<file path="src/rtl/l1_cache_pkg.sv">
// rtl/l1_cache_pkg.sv - shared state enum, bus width defaults and address-field helpers for the L1 cache
package l1_cache_pkg;

  localparam int DEF_ADDR_W = 16;
  localparam int DEF_DATA_W = 32;

  typedef enum logic [1:0] {
    ST_IDLE,
    ST_WB,
    ST_FILL
  } state_e;

  // Helpers work on a 32-bit zero-extended word address; callers size-cast the result.
  function automatic logic [31:0] addr_offset(logic [31:0] addr, int off_w);
    return addr & ((32'd1 << off_w) - 32'd1);
  endfunction

  function automatic logic [31:0] addr_index(logic [31:0] addr, int off_w, int idx_w);
    return (addr >> off_w) & ((32'd1 << idx_w) - 32'd1);
  endfunction

  function automatic logic [31:0] addr_tag(logic [31:0] addr, int off_w, int idx_w);
    return addr >> (off_w + idx_w);
  endfunction

endpackage

</file>
<file path="src/rtl/l1_cache_ctrl_if.sv">
// rtl/l1_cache_ctrl_if.sv - core request port and next-level memory bus bundle for l1_cache_ctrl
interface l1_cache_ctrl_if
  import l1_cache_pkg::*;
#(
  parameter int ADDR_W = DEF_ADDR_W,
  parameter int DATA_W = DEF_DATA_W
) ();

  logic [ADDR_W-1:0] core_addr;
  logic              core_read;
  logic              core_write;
  logic [DATA_W-1:0] core_wdata;
  logic [DATA_W-1:0] core_rdata;
  logic              core_stall;

  logic [ADDR_W-1:0] mem_addr;
  logic              mem_read;
  logic              mem_write;
  logic [DATA_W-1:0] mem_wdata;
  logic [DATA_W-1:0] mem_rdata;
  logic              mem_ready;

  // master: the core plus next-level memory; slave: the cache controller
  modport master (
    output core_addr, core_read, core_write, core_wdata, mem_rdata, mem_ready,
    input  core_rdata, core_stall, mem_addr, mem_read, mem_write, mem_wdata
  );

  modport slave (
    input  core_addr, core_read, core_write, core_wdata, mem_rdata, mem_ready,
    output core_rdata, core_stall, mem_addr, mem_read, mem_write, mem_wdata
  );

endinterface

</file>
<file path="src/rtl/l1_cache_array.sv">
// rtl/l1_cache_array.sv - tag/valid/dirty/data storage, combinational read port, one synchronous write port
module l1_cache_array #(
  parameter int DATA_W = 32,
  parameter int LINES  = 16,
  parameter int WORDS  = 4,
  parameter int TAG_W  = 10,
  localparam int IDX_W = $clog2(LINES),
  localparam int OFF_W = $clog2(WORDS)
) (
  input  logic                         clk,
  input  logic                         rst,
  input  logic [IDX_W-1:0]             rd_idx,
  output logic                         rd_valid,
  output logic                         rd_dirty,
  output logic [TAG_W-1:0]             rd_tag,
  output logic [WORDS-1:0][DATA_W-1:0] rd_line,
  input  logic                         wr_en,
  input  logic                         wr_meta,
  input  logic [IDX_W-1:0]             wr_idx,
  input  logic [OFF_W-1:0]             wr_off,
  input  logic [DATA_W-1:0]            wr_data,
  input  logic [TAG_W-1:0]             wr_tag,
  input  logic                         wr_dirty
);

  logic [LINES-1:0]               valid_q;
  logic [LINES-1:0]               dirty_q;
  logic [TAG_W-1:0]               tag_q  [LINES];
  logic [WORDS-1:0][DATA_W-1:0]   data_q [LINES];

  assign rd_valid = valid_q[rd_idx];
  assign rd_dirty = dirty_q[rd_idx];
  assign rd_tag   = tag_q[rd_idx];
  assign rd_line  = data_q[rd_idx];

  // A metadata write always marks the line valid.
  always_ff @(posedge clk) begin
    if (rst) begin
      valid_q <= '0;
      dirty_q <= '0;
    end else if (wr_en && wr_meta) begin
      valid_q[wr_idx] <= 1'b1;
      dirty_q[wr_idx] <= wr_dirty;
    end
  end

  always_ff @(posedge clk) begin
    if (wr_en) begin
      data_q[wr_idx][wr_off] <= wr_data;
      if (wr_meta) begin
        tag_q[wr_idx] <= wr_tag;
      end
    end
  end

endmodule

</file>
<file path="src/rtl/l1_cache_ctrl.sv">
// rtl/l1_cache_ctrl.sv - direct-mapped write-back write-allocate L1 cache controller with line-burst miss FSM
// Defining L1_CACHE_PERF_EN adds saturating hit_cnt/miss_cnt/wb_cnt outputs.
module l1_cache_ctrl
  import l1_cache_pkg::*;
#(
  parameter int ADDR_W = DEF_ADDR_W,
  parameter int DATA_W = DEF_DATA_W,
  parameter int LINES  = 16,
  parameter int WORDS  = 4
) (
  input  logic           clk,
  input  logic           rst,
  l1_cache_ctrl_if.slave bus
`ifdef L1_CACHE_PERF_EN
  ,
  output logic [31:0]    hit_cnt,
  output logic [31:0]    miss_cnt,
  output logic [31:0]    wb_cnt
`endif
);

  localparam int OFF_W = $clog2(WORDS);
  localparam int IDX_W = $clog2(LINES);
  localparam int TAG_W = ADDR_W - IDX_W - OFF_W;
  localparam logic [OFF_W-1:0] LAST_BEAT = OFF_W'(WORDS - 1);

  state_e                       state;
  logic [OFF_W-1:0]             beat;
  logic [OFF_W-1:0]             beat_nxt;
  logic                         mem_read_q;
  logic                         mem_write_q;
  logic [ADDR_W-1:0]            mem_addr_q;
  logic [DATA_W-1:0]            mem_wdata_q;

  logic [OFF_W-1:0]             req_off;
  logic [IDX_W-1:0]             req_idx;
  logic [TAG_W-1:0]             req_tag;
  logic                         req;
  logic                         hit;
  logic                         miss;
  logic                         last_beat;
  logic                         fill_done;

  logic                         rd_valid;
  logic                         rd_dirty;
  logic [TAG_W-1:0]             rd_tag;
  logic [WORDS-1:0][DATA_W-1:0] rd_line;
  logic                         wr_en;
  logic                         wr_meta;
  logic [OFF_W-1:0]             wr_off;
  logic [DATA_W-1:0]            wr_data;
  logic                         wr_dirty;

  assign req_off = OFF_W'(addr_offset(32'(bus.core_addr), OFF_W));
  assign req_idx = IDX_W'(addr_index(32'(bus.core_addr), OFF_W, IDX_W));
  assign req_tag = TAG_W'(addr_tag(32'(bus.core_addr), OFF_W, IDX_W));

  assign req       = bus.core_read || bus.core_write;
  assign hit       = rd_valid && (rd_tag == req_tag);
  assign miss      = (state == ST_IDLE) && req && !hit;
  assign beat_nxt  = beat + 1'b1;
  assign last_beat = (beat == LAST_BEAT);
  assign fill_done = (state == ST_FILL) && bus.mem_ready && last_beat;

  // Stall rises in the very cycle a miss is seen, before the FSM leaves IDLE.
  assign bus.core_stall = (state != ST_IDLE) || (req && !hit);
  assign bus.core_rdata = (state == ST_IDLE && bus.core_read && !bus.core_write && hit)
                          ? rd_line[req_off] : '0;

  assign bus.mem_read  = mem_read_q;
  assign bus.mem_write = mem_write_q;
  assign bus.mem_addr  = mem_addr_q;
  assign bus.mem_wdata = mem_wdata_q;

  always_comb begin
    wr_en    = 1'b0;
    wr_meta  = 1'b0;
    wr_off   = req_off;
    wr_data  = bus.core_wdata;
    wr_dirty = 1'b0;
    if (state == ST_IDLE && bus.core_write && hit) begin
      wr_en    = 1'b1;
      wr_meta  = 1'b1;
      wr_dirty = 1'b1;
    end else if (state == ST_FILL && bus.mem_ready) begin
      wr_en   = 1'b1;
      wr_meta = last_beat;
      wr_off  = beat;
      wr_data = bus.mem_rdata;
    end
  end

  l1_cache_array #(
    .DATA_W (DATA_W),
    .LINES  (LINES),
    .WORDS  (WORDS),
    .TAG_W  (TAG_W)
  ) u_array (
    .clk      (clk),
    .rst      (rst),
    .rd_idx   (req_idx),
    .rd_valid (rd_valid),
    .rd_dirty (rd_dirty),
    .rd_tag   (rd_tag),
    .rd_line  (rd_line),
    .wr_en    (wr_en),
    .wr_meta  (wr_meta),
    .wr_idx   (req_idx),
    .wr_off   (wr_off),
    .wr_data  (wr_data),
    .wr_tag   (req_tag),
    .wr_dirty (wr_dirty)
  );

  // The core holds its request during a miss, so req_idx/req_tag stay valid through WB and FILL.
  always_ff @(posedge clk) begin
    if (rst) begin
      state       <= ST_IDLE;
      beat        <= '0;
      mem_read_q  <= 1'b0;
      mem_write_q <= 1'b0;
      mem_addr_q  <= '0;
      mem_wdata_q <= '0;
    end else begin
      case (state)
        ST_IDLE: begin
          beat <= '0;
          if (miss) begin
            if (rd_valid && rd_dirty) begin
              state       <= ST_WB;
              mem_write_q <= 1'b1;
              mem_addr_q  <= {rd_tag, req_idx, {OFF_W{1'b0}}};
              mem_wdata_q <= rd_line[0];
            end else begin
              state      <= ST_FILL;
              mem_read_q <= 1'b1;
              mem_addr_q <= {req_tag, req_idx, {OFF_W{1'b0}}};
            end
          end
        end
        ST_WB: begin
          if (bus.mem_ready) begin
            if (last_beat) begin
              state       <= ST_FILL;
              beat        <= '0;
              mem_write_q <= 1'b0;
              mem_read_q  <= 1'b1;
              mem_addr_q  <= {req_tag, req_idx, {OFF_W{1'b0}}};
            end else begin
              beat        <= beat_nxt;
              mem_addr_q  <= {rd_tag, req_idx, beat_nxt};
              mem_wdata_q <= rd_line[beat_nxt];
            end
          end
        end
        ST_FILL: begin
          if (bus.mem_ready) begin
            if (last_beat) begin
              state      <= ST_IDLE;
              beat       <= '0;
              mem_read_q <= 1'b0;
            end else begin
              beat       <= beat_nxt;
              mem_addr_q <= {req_tag, req_idx, beat_nxt};
            end
          end
        end
        default: state <= ST_IDLE;
      endcase
    end
  end

`ifdef L1_CACHE_PERF_EN
  logic filled;

  // filled marks the one IDLE cycle where the held request completes after its own fill.
  always_ff @(posedge clk) begin
    if (rst) begin
      hit_cnt  <= '0;
      miss_cnt <= '0;
      wb_cnt   <= '0;
      filled   <= 1'b0;
    end else begin
      filled <= fill_done;
      if (state == ST_IDLE && req && hit && !filled && hit_cnt != '1) begin
        hit_cnt <= hit_cnt + 32'd1;
      end
      if (miss && miss_cnt != '1) begin
        miss_cnt <= miss_cnt + 32'd1;
      end
      if (state == ST_WB && bus.mem_ready && last_beat && wb_cnt != '1) begin
        wb_cnt <= wb_cnt + 32'd1;
      end
    end
  end
`endif

endmodule
</file>
<file path="src/flat_wrapper.sv">
// flat-port wrapper written by rule: the top's interface ports become plain ports
module l1_cache_ctrl_flat import l1_cache_pkg::*;
#(
  parameter int ADDR_W = DEF_ADDR_W,
  parameter int DATA_W = DEF_DATA_W,
  parameter int LINES  = 16,
  parameter int WORDS  = 4
)
  (clk, rst, bus_core_addr, bus_core_read, bus_core_write, bus_core_wdata, bus_mem_rdata, bus_mem_ready, bus_core_rdata, bus_core_stall, bus_mem_addr, bus_mem_read, bus_mem_write, bus_mem_wdata);
  l1_cache_ctrl_if #(.ADDR_W(ADDR_W), .DATA_W(DATA_W)) bus_i ();
  input  logic clk;
  input  logic rst;
  input wire logic [$bits(bus_i.core_addr)-1:0] bus_core_addr;
  input wire logic [$bits(bus_i.core_read)-1:0] bus_core_read;
  input wire logic [$bits(bus_i.core_write)-1:0] bus_core_write;
  input wire logic [$bits(bus_i.core_wdata)-1:0] bus_core_wdata;
  input wire logic [$bits(bus_i.mem_rdata)-1:0] bus_mem_rdata;
  input wire logic [$bits(bus_i.mem_ready)-1:0] bus_mem_ready;
  output wire logic [$bits(bus_i.core_rdata)-1:0] bus_core_rdata;
  output wire logic [$bits(bus_i.core_stall)-1:0] bus_core_stall;
  output wire logic [$bits(bus_i.mem_addr)-1:0] bus_mem_addr;
  output wire logic [$bits(bus_i.mem_read)-1:0] bus_mem_read;
  output wire logic [$bits(bus_i.mem_write)-1:0] bus_mem_write;
  output wire logic [$bits(bus_i.mem_wdata)-1:0] bus_mem_wdata;
  assign bus_i.core_addr = bus_core_addr;
  assign bus_i.core_read = bus_core_read;
  assign bus_i.core_write = bus_core_write;
  assign bus_i.core_wdata = bus_core_wdata;
  assign bus_i.mem_rdata = bus_mem_rdata;
  assign bus_i.mem_ready = bus_mem_ready;
  assign bus_core_rdata = bus_i.core_rdata;
  assign bus_core_stall = bus_i.core_stall;
  assign bus_mem_addr = bus_i.mem_addr;
  assign bus_mem_read = bus_i.mem_read;
  assign bus_mem_write = bus_i.mem_write;
  assign bus_mem_wdata = bus_i.mem_wdata;
  l1_cache_ctrl #(.ADDR_W(ADDR_W), .DATA_W(DATA_W), .LINES(LINES), .WORDS(WORDS)) u_core (.clk(clk), .rst(rst), .bus(bus_i));
endmodule
</file>
<file path="config.mk">
export PLATFORM = sky130hd
export DESIGN_NAME = l1_cache_ctrl_flat
export DESIGN_NICKNAME = d
export VERILOG_FILES = /design/src/rtl/l1_cache_pkg.sv /design/src/rtl/l1_cache_ctrl_if.sv /design/src/rtl/l1_cache_array.sv /design/src/rtl/l1_cache_ctrl.sv /design/src/flat_wrapper.sv
export SDC_FILE = /design/constraint.sdc
export NUM_CORES = 2
export LEC_CHECK = 0
export ABC_AREA = 1
export ABC_CLOCK_PERIOD_IN_PS = 6020
export BUFFER_PORTS_ARGS = -buffer_cell sky130_fd_sc_hd__buf_2
export CAP_MARGIN = 20
export CORE_ASPECT_RATIO = 2
export CORE_MARGIN = 5
export CORE_UTILIZATION = 55
export DETAILED_ROUTE_END_ITERATION = 10
export HOLD_SLACK_MARGIN = 0.02
export PLACE_DENSITY = 0.74
export SLEW_MARGIN = 20
export SYNTH_ARGS = -nofsm -noshare
export SYNTH_HDL_FRONTEND = slang
export SYNTH_SLANG_ARGS = --single-unit
</file>
<file path="constraint.sdc">
create_clock -name clk -period 6.02 [get_ports clk]
set_input_delay 0.602 -clock clk [delete_from_list [all_inputs] [get_ports clk]]
set_output_delay 0.602 -clock clk [all_outputs]
set_load 0.05 [all_outputs]
</file>
After elaboration in Yosys (flattened, before gate mapping)

Memories as Yosys holds them, arrays and structs flattened.
Index checks and enable logic that the tools add are counted.

Input port bits: 85
Output and inout bits: 83
Register bits: 86
RAM bits: 2208
Memories kept: 2

Reductions and logical operators: 30
Add/sub/neg operators: 1
Muxes and demuxes: 60
Equal/unequal tests: 14
Bitwise operators: 1
$lt $le $gt $ge: 6

Memories:

| memory                | words | bits a word | read ports | clocked after memory_dff | wr ports | line                 | text |
|---|---|---|---|---|---|---|---|
| u_core.u_array.data_q | 16    | 128         | 1          | 0                        | 1        | l1_cache_array.sv:29 | `logic [WORDS-1:0][DATA_W-1:0] data_q [LINES];` |
| u_core.u_array.tag_q  | 16    | 10          | 1          | 0                        | 1        | l1_cache_array.sv:28 | `logic [TAG_W-1:0] tag_q [LINES];` |

Operator list:

| operator                                                                 | count |
|---|---|
| 32-bit two-way mux                                                       | 10 |
| 32-bit binary-select mux with 2-bit select                               | 2 |
| 128-bit two-way mux                                                      | 1 |
| 16-bit two-way mux                                                       | 6 |
| 32-bit demux with 2-bit select                                           | 1 |
| 32-bit case mux with 2 select lines                                      | 1 |
| 16-bit case mux with 3 select lines                                      | 1 |
| 1-bit two-way mux                                                        | 20 |
| 2-bit two-way mux                                                        | 10 |
| 5-bit AND reduction                                                      | 4 |
| 16-bit bitwise mux                                                       | 1 |
| 16-bit bitwise OR                                                        | 1 |
| 1-bit logical AND                                                        | 14 |
| 2-bit inequality test (second input constant)                            | 6 |
| 10-bit equality test                                                     | 1 |
| 2-bit by 3-bit < comparator with 1-bit output (second input constant)    | 3 |
| 1-bit binary-select mux with 4-bit select                                | 2 |
| 2-bit by 1-bit inequality test with 1-bit output (second input constant) | 4 |
| 7-bit AND reduction                                                      | 1 |
| 2-bit case mux with 3 select lines                                       | 1 |
| 2-bit nonzero test                                                       | 3 |
| 4-bit by 5-bit < comparator with 1-bit output (second input constant)    | 1 |
| 1-bit demux with 4-bit select                                            | 1 |
| 2-bit equality test (second input constant)                              | 2 |
| 13 further kinds                                                         | 15 |

Longest topological paths before layout

Depth after elaboration: 10
Depth in mapped cells: 24
Mapped depth without buffers: 21

Modules after synthesis

Synthesis repeated with hierarchy kept, for this count alone.

Cell total of the unflattened synthesis: 9567
Area, all modules: 98929.9 um^2

By module, submodules not included:

| module         | area an instance (um^2) | times used | sequential area each (um^2) | cells each |
|---|---|---|---|---|
| l1_cache_array | 93223.2                 | 1          | 66944.2                     | 8562 |
| l1_cache_ctrl  | 5706.7                  | 1          | 1081.0                      | 1005 |

Least setup slack after synthesis

OpenSTA, ideal clock, no wires.

Kind: input port to flip-flop
Start: in bus_core_addr[2]
End: mem u_core.u_array.data_q[10][100] (netlist bit), enable pin
Path slack: 1.037 ns
Arrival: 4.522 ns
Setup time: 0.461 ns
Cell stages on the path: 19
Path through: buf_6 buf_6 buf_2 o21ai_0 nand2_1 nand2_1 nand2_1 nand2_1 nor2_1 nor2_1 nand2_1 nor2_1 nand2_1 nor2_2 nand3_2 buf_6 nand3_1 nand2_2 nor3_1

Cells in the longest elaborated chain, start to end: 10
Elaborated cells on any way between the ends: 15

Ends and longest elaborated chain:

| element                                                                                                                                                    | line                                      | text |
|---|---|---|
| start: declaration                                                                                                                                         | flat_wrapper.sv:13                        | `input wire logic [$bits(bus_i.core_addr)-1:0] bus_core_addr;` |
| memory 16 x 10 bit / 1-bit binary-select mux with 4-bit select (equally long branches)                                                                     | n/a                                       |  |
| 10-bit equality test / 1-bit two-way mux (equally long branches)                                                                                           | l1_cache_ctrl.sv:59, l1_cache_array.sv:31 |  |
| 1-bit logical AND                                                                                                                                          | l1_cache_ctrl.sv:59                       | `assign hit = rd_valid && (rd_tag == req_tag);` |
| 1-bit logical AND                                                                                                                                          | l1_cache_ctrl.sv:81                       | `if (state == ST_IDLE && bus.core_write && hit) begin` |
| 2-bit two-way mux                                                                                                                                          | l1_cache_ctrl.sv:81                       |  |
| 2-bit by 3-bit < comparator with 1-bit output (implied by the code) / 2-bit by 1-bit greater-or-equal comparator with 1-bit output (equally long branches) | l1_cache_array.sv:49                      | `data_q[wr_idx][wr_off] <= wr_data;` |
| 1-bit logical AND (implied by the code)                                                                                                                    | l1_cache_array.sv:49                      |  |
| 32-bit two-way mux (implied by the code)                                                                                                                   | l1_cache_array.sv:49                      |  |
| 32-bit demux with 2-bit select                                                                                                                             | l1_cache_array.sv:49                      |  |
| 128-bit two-way mux (implied by the code)                                                                                                                  | l1_cache_array.sv:49                      |  |
| end: declaration                                                                                                                                           | l1_cache_array.sv:29                      |  |

Parallel ways exist; a longest one is shown, timed or not. The select of a mux whose other input is x is not followed.

Worst setup path after layout

Start: in bus_core_addr[2]
End: out bus_core_rdata[9]

Cells in the longest elaborated chain, start to end: 5
Elaborated cells on any way between the ends: 10

Ends and longest elaborated chain:

| element                                                                                | line                                      | text |
|---|---|---|
| memory 16 x 10 bit / 1-bit binary-select mux with 4-bit select (equally long branches) | n/a                                       |  |
| 10-bit equality test / 1-bit two-way mux (equally long branches)                       | l1_cache_ctrl.sv:59, l1_cache_array.sv:31 |  |
| 1-bit logical AND                                                                      | l1_cache_ctrl.sv:59                       |  |
| 1-bit logical AND                                                                      | l1_cache_ctrl.sv:67                       | `assign bus.core_rdata = (state == ST_IDLE && bus.core_read && !bus.core_write && hit)` |
| 32-bit two-way mux *                                                                   | l1_cache_ctrl.sv:68                       | `? rd_line[req_off] : '0;` |
| end: declaration                                                                       | flat_wrapper.sv:19                        | `output wire logic [$bits(bus_i.core_rdata)-1:0] bus_core_rdata;` |

Every way passes the cells marked *; elsewhere a longest branch is shown, timed or not. The select of a mux whose other input is x is not followed.

==> qor.txt <==
Status: completed
CP required: 5420 ps
Cell with the most instances after synthesis: edfxtp_1
CP Launch Type: primary input
Layout area overhead: 12.3%
Post-Syn Nets: 6225
Minimum clock period: 5510 ps
Worst vdd ir: 0.000383 V
Largest net degree at the start of global routing: 158
Synth Instances: 6135
DP HPWL: 153000 um
Worst rel slew slack: 23.8%
Initial antenna violation count: 5
GP Congestion: 0.920
Synth Area per Inst: 14.4 um^2
CTS tree: yes
Clock-pin slew on the worst setup and hold paths: 70 ps
Initial drt markers: 8075
Cts hold-fix bufs: 0
Die area: 0.170 mm^2
Final WL: 253000 um
Lkg Pwr: 33.3 nW
Worst-Margin Slew: 1140 ps
CTS Buf Count: 190
Critical-path maximum fanout: 157
Post-CTS resize count: 0
Cell Pwr Density: 368 mW/mm^2
Ys Warns: 0
Post-route setup TNS: 0 ps
Routed WL per cell: 29.6 um
Vias per cell: 6.61
Grt total ovfl: 0
# clock sinks: 2294
Worst hold start: bus_core_addr[4]
CP arrival: 4910 ps
PortBufs: 167
Layout cells sized above 1: 13.0%
Hold/Removal Path Class: primary input to register
Yosys reg bits: 2294
Final Max Tran Viols: 0
R2R Setup Slk: 1710 ps
Post-synth top area share: 74.9%
RSZ-0062 raised after global routing: no
DRT Pass-1 Iters: 9
Crit end category: output pin
Synth area leader: edfxtp_1
DRT antenna net count: 0
Max frequency: 182 MHz
Netlist cell types: 38
Die Span X: 294 um
Post-synth EDFFs: 2208
Fin Clk Skew: 79.3 ps
Worst Setup SP: bus_core_addr[2]
Share of the yosys chip area belonging to registers: 76.8%
Post-synth top cells: edfxtp_1 (2208), nand2_1 (1135), a22oi_1 (1024)
Dominant synthesized flop cell: edfxtp_1
Vias in the first global route: 56.2k
Final Hold Viols: 0
Syn Std Cell Area: 0.0885 mm^2
Total of max-cap violations: 0
Hold depth: 3
Vert. Die Dim: 577 um
Initial Utilization: 55.2%
Total number of vias: 56.6k
Ys async rst share: 0%
Nets: 6394
Reg-to-Reg End: u_core.u_array.data_q[11][48]$_DFFE_PP_
Period utilisation layout: 91.5%
Cells on worst reg2reg path: 20
H-Tree Level Count: 4
Gr usage total: 28.9%
Num ports: 168
Wire length of the first global-routing pass: 364000 um
Setup Viol. Count Final: 0
Bufs on Longest Clock Path: 4
Crit Path Category: primary input to output pin
Total core area: 0.160 mm^2
Number of setup buffers added after CTS: 0
Hold EP: u_core.bus.mem_addr[4]$_SDFFE_PP0P_
Design Area, Final: 0.0994 mm^2
Synth area leaders: edfxtp_1 (75%), a22oi_1 (8.7%), nand2_1 (4.8%), a21oi_1 (2.6%), dfxtp_1 (1.9%)
Worst r2r src: u_core.u_array.tag_q[6][5]$_DFFE_PP_
# rows: 208
Root Buffer: clkbuf_16
Clock latency on the worst-skew pair: 840 ps
Placed cell area: 0.0929 mm^2
Drt drc: 0
power breakdown:
part | switching (W) | total, W | internal [W]
registers | 0.000112 | 0.0187 | 0.0186
clock network | 0.00565 | 0.0129 | 0.00722
logic | 0.00403 | 0.00498 | 0.000948
cells by family (layout without fill, tap and decap cells):
logic type / after synthesis / in the layout / share of synthesized area [%]
and+or+nand+nor: 1652 / 1652 / 8.09
buffers and inverters: 532 / 853 / 2.70
other: 0 / 3 / 0
AOI/OAI and AO/OA: 1652 / 1652 / 12.3
DFF: 2294 / 2294 / 76.8
adders and majority gates: 5 / 5 / 0.0707
how the worst max path moves through the flow:
stage / to / depth (start not counted) / slack (ps)
after floorplan: u_core.u_array.data_q[10][100]$_DFFE_PP_ / 19 / 1040
after detailed placement: u_core.u_array.data_q[11][55]$_DFFE_PP_ / 20 / 530
after CTS: bus_core_rdata[9] / 12 / 660
after global placement: u_core.u_array.data_q[11][55]$_DFFE_PP_ / 20 / 670
after global routing: bus_core_rdata[23] / 15 / 450
final: bus_core_rdata[9] / 12 / 510
stage by stage:
step	hold WS, ps	utilization (%)	cells	total power, W	setup WS, ps
floorplan	431	-	6135	0.0219	1040
global placement	442	57.9	8211	0.0238	665
detailed placement	452	57.9	8212	0.0239	525
CTS	104	62.0	8556	0.0365	661
global route	142	62.0	8557	0.0376	446
finish	133	62.0	8559	0.0365	513
flip-flops by register name (all words and copies together), names as in the netlist:
register / count
u_core.bus.mem_wdata: 32
u_core.state: 2
u_core.u_array.tag_q: 160
u_core.u_array.data_q: 2048
u_core.beat: 2
u_core.bus.mem_addr: 16
u_core.bus.mem_read: 1
u_core.bus.mem_write: 1
u_core.u_array.valid_q: 16
u_core.u_array.dirty_q: 16
cell type report:
class | count | area [um^2]
fill | 11400 | 60900
clock buffer | 217 | 4940
tap | 2100 | 2630
timing repair buffer | 378 | 3070
sequential | 2294 | 68000
clock inverter | 127 | 1500
antenna | 3 | 7.51
multi-input combinational | 3309 | 18700
inverter | 131 | 507
layout by cell type (no fill, tap or decap), types with 4 or more instances in the layout:
cell type / n
a21oi_1: 463
a22oi_1: 1024
a31oi_1: 16
buf_12: 46
buf_2: 138
buf_4: 194
bufinv_16: 30
clkbuf_1: 21
clkbuf_16: 192
clkbuf_8: 4
clkinv_1: 39
clkinv_2: 30
clkinv_4: 5
clkinvlp_4: 14
dfxtp_1: 85
edfxtp_1: 2208
inv_1: 113
inv_2: 11
inv_6: 5
nand2_1: 1101
nand2_2: 22
nand2_4: 16
nand3_1: 50
nand3_2: 5
nand4_1: 73
nor2_1: 211
nor2_4: 5
nor3_1: 6
nor3_4: 61
nor4_1: 45
nor4_2: 4
o211ai_1: 5
o21ai_0: 121
o21ai_1: 7
o22ai_1: 9
or2_2: 35
or4_1: 9
layer usage:
metal / vias to the layer above / part of all wire [%] / GRT usage [%]
li1: 23800 / - / -
met1: 27800 / 33 / 34.5
met2: 4018 / 51 / 50.5
met3: 967 / 9.7 / 4.74
met4: 4 / 6.5 / 15.7
met5: - / 0.010 / 0
critical path, cell delays in order:
cell	delay, ps
buf_2	490
inv_4	410
nor2_4	420
buf_4	490
buf_12	490
a22oi_1	160
a21oi_1	360
or4_1	250
o21ai_0	90
a21oi_1	400
buf_4	230
buf_12	140
Power figures use the tool's default switching activity.
